**src/rtl/part3_mac_pipe.sv**
```systemverilog
// Parametrised signed multiply-accumulate with optional product pipeline stage,
// wrap/saturate overflow handling and a per-sample accumulator load.
module part3_mac_pipe #(
    parameter int WIDTH_IN  = 8,
    parameter int WIDTH_OUT = 16,
    parameter int PIPE      = 0,
    parameter int SATURATE  = 0
) (
    input  logic                 clk,
    input  logic                 reset,
    input  logic [WIDTH_IN-1:0]  a,
    input  logic [WIDTH_IN-1:0]  b,
    input  logic                 valid_in,
    input  logic                 clear_acc,
    output logic [WIDTH_OUT-1:0] f,
    output logic                 valid_out,
    output logic                 overflow
);

    localparam int PW = 2 * WIDTH_IN;
    localparam logic [WIDTH_OUT-1:0] MAXV = {1'b0, {(WIDTH_OUT-1){1'b1}}};
    localparam logic [WIDTH_OUT-1:0] MINV = ~MAXV;

    generate
        if (WIDTH_OUT < PW) begin : g_width_check
            $error("part3_mac_pipe: WIDTH_OUT must be >= 2*WIDTH_IN");
        end
    endgenerate

    logic [WIDTH_IN-1:0] a_q, b_q;
    logic                vld0_q, clr0_q;

    always_ff @(posedge clk) begin
        if (reset) begin
            a_q    <= '0;
            b_q    <= '0;
            vld0_q <= 1'b0;
            clr0_q <= 1'b0;
        end else begin
            a_q    <= a;
            b_q    <= b;
            vld0_q <= valid_in;
            clr0_q <= clear_acc;
        end
    end

    logic signed [PW-1:0] prod_s0;
    assign prod_s0 = PW'($signed(a_q)) * PW'($signed(b_q));

    logic signed [PW-1:0] prod_acc;
    logic                 vld_acc, clr_acc;

    generate
        if (PIPE != 0) begin : g_pipe
            logic signed [PW-1:0] prod_q;
            logic                 vld1_q, clr1_q;

            always_ff @(posedge clk) begin
                if (reset) begin
                    prod_q <= '0;
                    vld1_q <= 1'b0;
                    clr1_q <= 1'b0;
                end else begin
                    prod_q <= prod_s0;
                    vld1_q <= vld0_q;
                    clr1_q <= clr0_q;
                end
            end

            assign prod_acc = prod_q;
            assign vld_acc  = vld1_q;
            assign clr_acc  = clr1_q;
        end else begin : g_nopipe
            assign prod_acc = prod_s0;
            assign vld_acc  = vld0_q;
            assign clr_acc  = clr0_q;
        end
    endgenerate

    logic [WIDTH_OUT-1:0] f_q, f_d;
    logic                 vo_q;
    logic                 ov_q, ov_d;
    logic [WIDTH_OUT-1:0] ext, sum;
    logic                 ovf;

    assign ext = WIDTH_OUT'(prod_acc);
    assign sum = f_q + ext;
    // Same-sign operands whose sum flips sign; f_q's sign tells the overflow direction.
    assign ovf = (f_q[WIDTH_OUT-1] == ext[WIDTH_OUT-1]) &&
                 (sum[WIDTH_OUT-1] != f_q[WIDTH_OUT-1]);

    always_comb begin
        f_d  = f_q;
        ov_d = ov_q;
        if (vld_acc) begin
            if (clr_acc) begin
                f_d  = ext;
                ov_d = 1'b0;
            end else begin
                ov_d = ov_q | ovf;
                if (ovf && (SATURATE != 0)) begin
                    f_d = f_q[WIDTH_OUT-1] ? MINV : MAXV;
                end else begin
                    f_d = sum;
                end
            end
        end
    end

    always_ff @(posedge clk) begin
        if (reset) begin
            f_q  <= '0;
            vo_q <= 1'b0;
            ov_q <= 1'b0;
        end else begin
            f_q  <= f_d;
            vo_q <= vld_acc;
            ov_q <= ov_d;
        end
    end

    assign f         = f_q;
    assign valid_out = vo_q;
    assign overflow  = ov_q;

endmodule

```
**config.mk**
```make
export PLATFORM = sky130hd
export DESIGN_NAME = part3_mac_pipe
export DESIGN_NICKNAME = d
export VERILOG_FILES = /design/src/rtl/part3_mac_pipe.sv
export SDC_FILE = /design/constraint.sdc
export NUM_CORES = 1
export LEC_CHECK = 0
export CORE_MARGIN = 4
export CORE_UTILIZATION = 60
export CTS_CLUSTER_DIAMETER = 150
export CTS_CLUSTER_SIZE = 12
export DETAILED_ROUTE_END_ITERATION = 12
export PLACE_DENSITY = 0.82
export SLEW_MARGIN = 20
export SYNTH_ARGS = -nofsm -noshare
export SYNTH_HDL_FRONTEND = slang
export SYNTH_SLANG_ARGS = --single-unit
```
**constraint.sdc**
```tcl
create_clock -name clk -period 8.09 [get_ports clk]
set_input_delay 1.618 -clock clk [delete_from_list [all_inputs] [get_ports clk]]
set_output_delay 1.618 -clock clk [all_outputs]
set_load 0.01 [all_outputs]
```
; ---- Word level (Yosys, flattened, before mapping)
; Index checks and enable logic that the tools add are counted.
[op_classes]
addsub = 1
n_mul = 1
eq_ne = 2
mux = 2
bitwise_logic = 1
reduce_logical = 1
[op_table]
columns = operator, n
row1 = 16-bit adder, 1
row2 = 8-bit by 8-bit multiplier with 16-bit output, 1
row3 = 16-bit 2-to-1 mux, 1
row4 = 1-bit equality test, 1
row5 = 1-bit logical AND, 1
row6 = 1-bit 2-to-1 mux, 1
row7 = 1-bit inequality test, 1
row8 = 1-bit OR, 1
[totals]
ff_bits = 36
in_bits = 20
out_inout_bits = 18

; ---- Longest topological paths before layout
[depth]
depth_word = 6
mapped_depth = 24
ltp_nobuf = 24

; ---- Worst setup path after synthesis
; No wires, ideal clock.
[synth_path]
kind = register -> register
startpoint = reg b_q[2]
endpoint = reg f_q[15], in the netlist f[15]
setup_ps = 138
arrival_time_ps = 5037
setup_slack_ps = 2915
path_stages_with_launch = 23
cell_sequence = dfxtp_1 -> and2_1 -> fa_1 -> inv_1 -> fa_1 -> inv_1 -> fa_1 -> inv_1 -> fa_1 -> inv_1 -> ha_1 -> nor2b_1 -> o31a_1 -> o41ai_2 -> xnor2_1 -> ha_1 -> nand2_1 -> a21oi_1 -> a221oi_2 -> a21oi_2 -> and4bb_1 -> o21bai_2 -> a41oi_2
[synth_via]
elab_chain_cells = 3
[synth_rtl]
columns = element, line
row1 = start: declaration, 30  ; logic [WIDTH_IN-1:0] a_q, b_q;
row2 = start signal: assignment, 36  ; b_q <= '0;
row3 = start signal: assignment, 41  ; b_q <= b;
row4 = 8-bit by 8-bit multiplier with 16-bit output *, 48  ; assign prod_s0 = PW'($signed(a_q)) * PW'($signed(b_q));
row5 = 16-bit adder, 87  ; assign sum = f_q + ext;
row6 = 16-bit 2-to-1 mux *, 96  ; if (clr_acc) begin
row7 = end signal: assignment, 112  ; f_q <= '0;
row8 = end signal: assignment, 116  ; f_q <= f_d;
row9 = end: declaration, 80  ; logic [WIDTH_OUT-1:0] f_q, f_d;
; Every way passes the cells marked *; elsewhere a longest branch is shown, timed or not.
; A chain may end at the register's enable or synchronous reset.

; ---- Final worst setup path
; Ends and elaborated chain as after synthesis.

==> flow_summary.json <==
{
  "skew_ns": 0.0131,
  "syn_area_um2": 4460,
  "htreeDepth": 2,
  "io_pins": 38,
  "yosys_most_used_dff": "dfxtp_1",
  "place.gp.congestion": 0.878,
  "grt_setup_unrepaired": "no",
  "wirelength_um": 9040,
  "reg2reg_depth": 22,
  "slew_violations": 0,
  "multi_input_area_um2": 3390,
  "worstHoldEndpoint": "overflow$_SDFFE_PP0P_",
  "p_int_mw": 0.446,
  "yosys-top-cells-count": "82 x inv_1, 56 x fa_1, 44 x ha_1",
  "p_per_area_nw_per_um2": 152,
  "cts_sinks": 36,
  "clk_path_buf_depth": 2,
  "p_sw_mw": 0.318,
  "postRouteAntennaNets": 0,
  "cp.arrival_ns": 5.73,
  "grtUsageTotal_pct": 22.9,
  "fin_tns_setup_ns": 0,
  "drive_above_1_share_pct": 5.29,
  "pwr-share-clk_pct": 19.8,
  "tightest_slew_ns": 1.11,
  "initial_core_util_pct": 61.5,
  "vias_per_cell": 5.32,
  "ys_async_sr_fraction_pct": 0,
  "swShare_pct": 41.6,
  "synth_top_cell_by_area": "fa_1",
  "grt_pass1_vias": 3558,
  "core.rowCount": 31,
  "cts_buffers": 5,
  "syn_to_final_growth_pct": 12.6,
  "required_ns": 8.28,
  "ir_drop_uv": 118,
  "postSynthCellCount": 493,
  "cts-root-buf": "clkbuf_8",
  "die_h_um": 94.2,
  "synth_most_common_cell": "inv_1",
  "maxCapViolCount": 0,
  "holdWs_ns": 0.500,
  "min_from": "overflow$_SDFFE_PP0P_",
  "post-route-period-util_pct": 68.4,
  "drt_iter0_drc": 89,
  "cts_tree": "yes",
  "leakage_nw": 2.40,
  "period_needed_ns": 5.53,
  "avgSynthCellArea_um2": 9.04,
  "worstHoldPathCells": 2,
  "synth_nets": 613,
  "grt_max_degree": 36,
  "vias": 3344,
  "ff_latch_area_um2": 721,
  "critical_path_class": "flop to flop",
  "r2r_setup_slack_ns": 2.56,
  "post-dp-hpwl_um": 7460,
  "seq_area_frac_synth_pct": 16.2,
  "grt_overflow": 0,
  "pwr-share-comb_pct": 52.6,
  "startpoint_type": "flop",
  "hold_viol_final": 0,
  "seq_power_share_pct": 27.6,
  "grt_pass1_wl_um": 16100,
  "die_area_um2": 8870,
  "nFillCells": 584,
  "status": "complete, no violations",
  "portBuffers": 37,
  "core_um2": 7250,
  "clock.fmax_mhz": 181,
  "nNetsFinal": 648,
  "antenna_found_initial": 0,
  "setup_viol": 0,
  "yosys_warnings": 0,
  "synth_edf_count": 0,
  "cp_max_fo": 8,
  "clock_latency_ns": 0.31,
  "cp-end-kind": "flop",
  "antenna_cells": 0,
  "cts_hold_buffers": 0,
  "synth_area_leaders": "fa_1 25%, dfxtp_1 16%, ha_1 12%, inv_1 6.9%, and2_1 5.8%",
  "synth_top_area_share_pct": 25.1,
  "post_cts_resized": 0,
  "clk_pin_slew_ns": 0.09,
  "wire_per_inst_um": 14.4,
  "dieWidth_um": 94.2,
  "synth.distinct_cells": 51,
  "reg2reg_to": "f[15]$_SDFFE_PP0P_",
  "synth_seq_cells": 36,
  "final_util_pct": 69.2,
  "drc": 0,
  "reg2reg_from": "b_q[2]$_SDFF_PP0_",
  "relSlewSlack_pct": 26.1,
  "cts_setup_buffers": 0,
  "hold_class": "flop to flop",
  "dr.pass1.iters": 4
}
## area by class of cell
cell class              count  share of cell area, %
multi-input cells         364                   67.5
flip-flops and latches     36                   14.4
repair buffers             39                   7.68
inverters                  82                   6.13
well taps                  99                   2.47
clock buffers               6                   1.64
clock inverters             2                  0.274
## flip-flops by register name, indices dropped and copies added (netlist names)
signal	count
vld0_q	1
clr0_q	1
a_q	8
overflow	1
b_q	8
f	16
valid_out	1
## power groups by stage
stage / combinational (mW) / clock [mW] / sequential (mW)
3_5_place_dp: 0.403 / 0 / 0.215
2_1_floorplan: 0.311 / 0 / 0.211
5_1_grt: 0.456 / 0.164 / 0.214
4_1_cts: 0.405 / 0.153 / 0.210
6_report: 0.402 / 0.151 / 0.211
3_3_place_gp: 0.385 / 0 / 0.213
## cells in the final DEF (no fill, tap or decap), types with 3 or more instances in the layout
| cell | count |
|---|---|
| a211oi_1 | 12 |
| a211oi_2 | 3 |
| a21o_1 | 7 |
| a21oi_1 | 15 |
| and2_1 | 41 |
| clkbuf_8 | 6 |
| clkdlybuf4s50_1 | 37 |
| dfxtp_1 | 36 |
| fa_1 | 56 |
| ha_1 | 44 |
| inv_1 | 82 |
| mux2i_1 | 6 |
| nand2_1 | 28 |
| nand2b_1 | 5 |
| nor2_1 | 43 |
| nor2b_1 | 22 |
| nor3_1 | 4 |
| o211ai_1 | 3 |
| o21a_1 | 4 |
| o21ai_0 | 7 |
| o21ai_1 | 8 |
| xnor2_1 | 18 |
| xor2_1 | 9 |
## how the worst max path moves through the flow
stage	slack (ns)	startpoint	endpoint	cells after the start
after floorplan	2.92	b_q[2]$_SDFF_PP0_	f[15]$_SDFFE_PP0P_	22
after global placement	2.71	b_q[2]$_SDFF_PP0_	f[15]$_SDFFE_PP0P_	22
after detailed placement	2.56	b_q[2]$_SDFF_PP0_	f[15]$_SDFFE_PP0P_	22
after CTS	2.55	b_q[2]$_SDFF_PP0_	f[15]$_SDFFE_PP0P_	22
after global routing	2.28	b_q[0]$_SDFF_PP0_	f[14]$_SDFFE_PP0P_	22
final	2.56	b_q[2]$_SDFF_PP0_	f[15]$_SDFFE_PP0P_	22
## per-layer routing
layer / vias up / track usage [%] / wire length [um]
met1: 1632 / 28.4 / 3800
met2: 52 / 40.7 / 4810
li1: 1646 / - / -
met4: 0 / 6.74 / 158
met3: 14 / 3.61 / 267
met5: - / 0 / 0
## kinds of logic after synthesis
family / after synthesis / synth area share, %
buffers and inverters: 93 / 7.86
AOI/OAI and AO/OA: 79 / 13.8
adders and majority gates: 100 / 37.5
xor gates and xnor gates: 28 / 5.67
DFF: 36 / 16.2
muxes: 6 / 1.35
and+or+nand+nor: 151 / 17.7
## through the flow
stage                     power [mW]  cells  worst slack [ns]  area, um^2
after floorplan                0.523    493              2.92        4460
after global placement         0.598    620              2.71        4920
after detailed placement       0.617    620              2.56        4920
after CTS                      0.769    628              2.55        5020
after global routing           0.833    628              2.28        5020
final                          0.764    628              2.56        5020
## worst max-delay path, stage by stage, from the launching register on
cell	delay, ns
dfxtp_1	0.38
and2_1	0.20
fa_1	0.53
inv_1	0.05
fa_1	0.53
inv_1	0.05
fa_1	0.47
inv_1	0.05
fa_1	0.47
inv_1	0.04
ha_1	0.29
nor2b_1	0.16
o31a_1	0.26
o41ai_2	0.30
xnor2_1	0.19
ha_1	0.32
nand2_1	0.09
a21oi_1	0.05
a221oi_2	0.36
a21oi_2	0.16
and4bb_1	0.23
o21bai_2	0.13
a41oi_2	0.11
Power figures use the tool's default switching activity.
